## src/rtl/uart_rx.sv

```systemverilog
// UART receiver: two-flop line synchroniser, mid-bit sampling FSM,
// one-cycle byte strobe and framing-error pulse.
module uart_rx #(
  parameter int BAUD_RATE      = 115_200,
  parameter int CLOCK_SPEED    = 50_000_000,
  parameter int BAUD_WIDTH     = CLOCK_SPEED / BAUD_RATE,
  parameter int HALF_WIDTH     = BAUD_WIDTH / 2,
  parameter int INVERT_PAYLOAD = 1
) (
  input  logic       clk,
  input  logic       rst,
  input  logic       rx,
  output logic [7:0] data,
  output logic       rx_valid,
  output logic       frame_err,
  output logic       busy
);

  localparam int CW = $clog2(BAUD_WIDTH);
  localparam logic [CW-1:0] FULL_M1 = CW'(BAUD_WIDTH - 1);
  localparam logic [CW-1:0] HALF_M1 = CW'(HALF_WIDTH - 1);
  localparam logic INV = (INVERT_PAYLOAD != 0);

  typedef enum logic [4:0] {
    IDLE      = 5'b00001,
    START     = 5'b00010,
    DATA      = 5'b00100,
    STOP      = 5'b01000,
    WAIT_IDLE = 5'b10000
  } state_t;

  state_t        state;
  logic [CW-1:0] cnt;
  logic [2:0]    idx;
  logic [7:0]    shreg;
  logic          rx_s1;
  logic          rx_s2;

  always_ff @(posedge clk) begin
    if (rst) begin
      rx_s1     <= 1'b1;
      rx_s2     <= 1'b1;
      state     <= IDLE;
      cnt       <= '0;
      idx       <= '0;
      shreg     <= '0;
      data      <= '0;
      rx_valid  <= 1'b0;
      frame_err <= 1'b0;
      busy      <= 1'b0;
    end else begin
      rx_s1     <= rx;
      rx_s2     <= rx_s1;
      rx_valid  <= 1'b0;
      frame_err <= 1'b0;
      cnt       <= cnt + CW'(1);
      unique case (state)
        IDLE: begin
          cnt <= '0;
          if (!rx_s2) begin
            state <= START;
            busy  <= 1'b1;
          end
        end
        START: begin
          if (cnt == HALF_M1) begin
            cnt <= '0;
            idx <= '0;
            if (rx_s2) begin
              state <= IDLE;
              busy  <= 1'b0;
            end else begin
              state <= DATA;
            end
          end
        end
        DATA: begin
          if (cnt == FULL_M1) begin
            cnt        <= '0;
            shreg[idx] <= rx_s2 ^ INV;
            idx        <= idx + 3'd1;
            if (idx == 3'd7) state <= STOP;
          end
        end
        STOP: begin
          if (cnt == FULL_M1) begin
            cnt <= '0;
            if (rx_s2) begin
              data     <= shreg;
              rx_valid <= 1'b1;
              state    <= IDLE;
              busy     <= 1'b0;
            end else begin
              frame_err <= 1'b1;
              state     <= WAIT_IDLE;
            end
          end
        end
        WAIT_IDLE: begin
          // a held-low line (break) reports only once, then waits here
          cnt <= '0;
          if (rx_s2) begin
            state <= IDLE;
            busy  <= 1'b0;
          end
        end
        default: begin
          state <= IDLE;
          cnt   <= '0;
          busy  <= 1'b0;
        end
      endcase
    end
  end

endmodule

```

## config.mk

```make
export PLATFORM = sky130hd
export DESIGN_NAME = uart_rx
export DESIGN_NICKNAME = d
export VERILOG_FILES = /design/src/rtl/uart_rx.sv
export SDC_FILE = /design/constraint.sdc
export NUM_CORES = 1
export LEC_CHECK = 0
export ABC_CLOCK_PERIOD_IN_PS = 2100
export CORE_MARGIN = 1
export CORE_UTILIZATION = 35
export CTS_BUF_LIST = sky130_fd_sc_hd__clkbuf_4
export CTS_CLUSTER_DIAMETER = 30
export CTS_CLUSTER_SIZE = 8
export DETAILED_ROUTE_END_ITERATION = 6
export PLACE_DENSITY = 0.5
export SLEW_MARGIN = 0
export SYNTH_ARGS = -nofsm -noshare
export SYNTH_HDL_FRONTEND = slang
export SYNTH_SLANG_ARGS = --single-unit
```

## constraint.sdc

```tcl
create_clock -name clk -period 2.1 [get_ports clk]
set_input_delay 0.21 -clock clk [delete_from_list [all_inputs] [get_ports clk]]
set_output_delay 0.21 -clock clk [all_outputs]
set_load 0.01 [all_outputs]
```

==> Flow_metrics.wiki <==
{| class="wikitable"
! Metric !! Value
|-
| Kind of critical path || reg -> reg
|-
| Antenna cells || 0
|-
| Final RePlAce weighted congestion || 0.756
|-
| Async set or reset register ratio after synthesis || 0
|-
| Setup Skew || 0.0130 ns
|-
| Number of gates resized after CTS || 0
|-
| Final instance area || 2000 sq um
|-
| Top achievable clock speed || 0.541 GHz
|-
| Worst hold path class || reg -> reg
|-
| Reg2reg end || state[0]$_SDFFE_PP1P_
|-
| Startpoint type of the worst setup path || flip-flop
|-
| Area leader, netlist || sky130_fd_sc_hd__dfxtp_1
|-
| Core area || 4750 sq um
|-
| Worst path required time || 2.36 ns
|-
| Sequential element share of the synthesized area || 0.435
|-
| Number of warnings reported in the yosys synthesis log || 0
|-
| Net count of the mapped netlist || 194
|-
| Clk sinks || 38
|-
| Aggregate negative setup slack || 0 ns
|-
| Initial DRC Count || 41
|-
| Maximum count of clock buffers along a single path || 2
|-
| Average size of a mapped cell || 9.40 sq um
|-
| DR vias || 1,301
|-
| Slack of the worst reg-to-reg path || 0.25 ns
|-
| DRT Pass-1 Iters || 4
|-
| Largest fanout on the critical path || 6
|-
| Dominant cells by area after synthesis || sky130_fd_sc_hd__dfxtp_1 (44%), sky130_fd_sc_hd__mux2i_1 (8.6%), sky130_fd_sc_hd__nor2_1 (7.3%), sky130_fd_sc_hd__ha_1 (3.6%), sky130_fd_sc_hd__xnor2_1 (3.0%)
|-
| Most common cell after layout, fill and taps aside || sky130_fd_sc_hd__dfxtp_1
|-
| Relative slew slack || 0.720
|-
| Std cell rows || 25
|-
| Top FF cell, synth || sky130_fd_sc_hd__dfxtp_1
|-
| Crit path capture type || flip-flop
|-
| Critical path data arrival time || 2.11 ns
|-
| Maximum resistive drop on vdd || 0.267 mV
|-
| Number of cells on the worst reg-to-reg path || 7
|-
| Share of the cycle needed by the critical path after routing || 0.881
|-
| Via-to-Cell Ratio || 4.85
|-
| Number of global-route vias before repair || 1,192
|-
| Number of CTS-inserted buffers || 5
|-
| Tmin final || 1.85 ns
|-
| Overall die height || 72.7 um
|-
| Clock input transition at the sequential cells of the worst setup and hold paths || 0.12 ns
|-
| Post-synthesis instance area || 1750 sq um
|-
| IO Port Bufs || 13
|-
| Hold_sp || rx_s1$_SDFF_PP1_
|-
| Synth-to-Final Area Change || 14.2%
|-
| First-pass GRT wire length || 5360 um
|-
| Static power due to leakage || 0.778 nW
|-
| Synthesized instance count || 186
|-
| Initial Utilization || 0.368
|-
| Result of the run || finished clean
|-
| Post-synth top area share || 0.435
|-
| Root buf cell || sky130_fd_sc_hd__clkbuf_4
|-
| Commonest non-fill, non-tap cells in the layout || sky130_fd_sc_hd__dfxtp_1 (38), sky130_fd_sc_hd__nor2_1 (34), sky130_fd_sc_hd__mux2i_1 (15)
|-
| Overall routing resource usage || 0.135
|-
| Die Width || 72.7 um
|-
| Max-cap viol count || 0
|-
| Wirelength, routed || 3290 um
|-
| Fraction of layout cells with a size suffix above 1 || 0.0945
|-
| Number of remaining DRC errors || 0
|-
| Final ANT Viol Nets || 0
|-
| Total I/O pin count || 14
|-
| Area of the die || 5280 sq um
|-
| Worst-skew pair later-pin latency || 0.36 ns
|-
| Cell area reported after detailed placement || 1940 sq um
|-
| Overflow after GRT || 0
|-
| Layout Cells excl Fill || 268
|-
| Total power after layout || 0.00160 W
|-
| Final setup vio count || 0
|-
| Count of cell types in the netlist || 46
|-
| DPL Wire Length || 2320 um
|-
| Worst hold path depth || 1
|-
| Number of failing hold endpoints at the final stage || 0
|-
| Initial antenna violation count || 0
|-
| Final max-slew violation count || 0
|-
| Nets || 208
|-
| Total of hold buffers inserted after clock tree synthesis || 0
|-
| Transition time of the tightest slew-check pin || 0.415 ns
|-
| Synthesized flop and latch total || 38
|-
| Launch point of the worst reg-to-reg path || cnt[1]$_SDFF_PP0_
|-
| Routed wire per std cell || 12.3 um
|-
| Number of instances in the placed design || 260
|-
| EDFF count, synth || 0
|-
| Total power divided by cell area || 801 nW/um^2
|-
| Setup repair after global routing missed its margin || no
|-
| Largest net degree at the start of global routing || 21
|-
| CTS tree || built
|-
| Level count of the clock H-tree || 2
|-
| Setup Buffers After CTS || 0
|-
| Hold endpoint || rx_s2$_SDFF_PP1_
|}
[worst max-delay path, cell delays in order, from the launching register on]
cell and delay [ns]:
sky130_fd_sc_hd__dfxtp_1 0.37, sky130_fd_sc_hd__inv_1 0.08, sky130_fd_sc_hd__ha_1 0.17, sky130_fd_sc_hd__and4bb_1 0.22
sky130_fd_sc_hd__a221o_1 0.34, sky130_fd_sc_hd__o21a_2 0.16, sky130_fd_sc_hd__o311a_1 0.15, sky130_fd_sc_hd__a211o_1 0.29
[layer usage]
metal | up-vias | routed length, um | GRT usage
met5 | - | 0 | 0
met4 | 0 | 61 | 0.0697
met3 | 7 | 118 | 0.0456
met2 | 21 | 1390 | 0.195
met1 | 584 | 1720 | 0.178
li1 | 689 | - | -
[registers in the layout, indices dropped and copies added, names as in the netlist]
signal,cells
rx_s2,1
idx,3
busy,1
shreg,8
rx_s1,1
state,5
cnt,9
frame_err,1
data,8
rx_valid,1
[Yosys cell counts, types with 2 or more instances]
cell / instances
sky130_fd_sc_hd__dfxtp_1: 38
sky130_fd_sc_hd__nand4b_1: 3
sky130_fd_sc_hd__a21oi_1: 5
sky130_fd_sc_hd__nand3b_1: 5
sky130_fd_sc_hd__a211oi_1: 3
sky130_fd_sc_hd__and3_1: 2
sky130_fd_sc_hd__a22oi_1: 2
sky130_fd_sc_hd__and2_1: 2
sky130_fd_sc_hd__nor3_1: 7
sky130_fd_sc_hd__buf_2: 3
sky130_fd_sc_hd__clkbuf_1: 6
sky130_fd_sc_hd__xor2_1: 2
sky130_fd_sc_hd__mux2i_1: 15
sky130_fd_sc_hd__or2_2: 2
sky130_fd_sc_hd__and4bb_1: 2
sky130_fd_sc_hd__xnor2_1: 6
sky130_fd_sc_hd__nand2_1: 5
sky130_fd_sc_hd__nand2b_1: 5
sky130_fd_sc_hd__nand3_1: 6
sky130_fd_sc_hd__nor2_1: 34
sky130_fd_sc_hd__inv_1: 4
sky130_fd_sc_hd__ha_1: 5
[how the worst max path moves through the flow]
| stage | startpoint | end | cells past startpoint |
|---|---|---|---|
| after floorplan | cnt[1]$_SDFF_PP0_ | state[0]$_SDFFE_PP1P_ | 7 |
| after global placement | cnt[1]$_SDFF_PP0_ | state[0]$_SDFFE_PP1P_ | 7 |
| after detailed placement | cnt[1]$_SDFF_PP0_ | state[0]$_SDFFE_PP1P_ | 7 |
| after CTS | cnt[1]$_SDFF_PP0_ | state[0]$_SDFFE_PP1P_ | 7 |
| after global routing | state[3]$_SDFFE_PP0P_ | state[0]$_SDFFE_PP1P_ | 5 |
| final | cnt[1]$_SDFF_PP0_ | state[0]$_SDFFE_PP1P_ | 7 |
[stage by stage]
stage	util	worst slack, ns	hold slack (ns)
3_3_place_gp	0.409	0.293	0.408
6_report	0.420	0.251	0.417
4_1_cts	0.420	0.258	0.413
2_1_floorplan	-	0.345	0.314
5_1_grt	0.420	0.125	0.400
3_5_place_dp	0.409	0.259	0.406
[area by class of cell]
type	instances	area, sq um
tap	67	83.8
timing repair buffer	17	160
clock inverter	3	16.3
inverter	4	15.0
multi-input combinational	134	923
clock buffer	5	37.5
fill	496	2760
sequential	38	761
[power by group]
group / total, W / internal [W] / switching (W) / leakage (nW)
clock: 0.000374 / 0.000124 / 0.000249 / 0.0286
combinational: 0.000396 / 0.000184 / 0.000212 / 0.442
sequential: 0.000829 / 0.000763 / 0.0000659 / 0.307
total: 0.00160 / 0.00107 / 0.000528 / 0.778
[cell families after synthesis]
family | share of synthesized area
AND/OR/NAND/NOR | 0.263
flip-flops | 0.435
AO/OA/AOI/OAI | 0.104
multiplexers | 0.0859
buffers and inverters | 0.0365
XOR/XNOR | 0.0401
adder cells (fa/ha/maj) | 0.0358
Note: power is estimated with default switching activity, not from simulation.
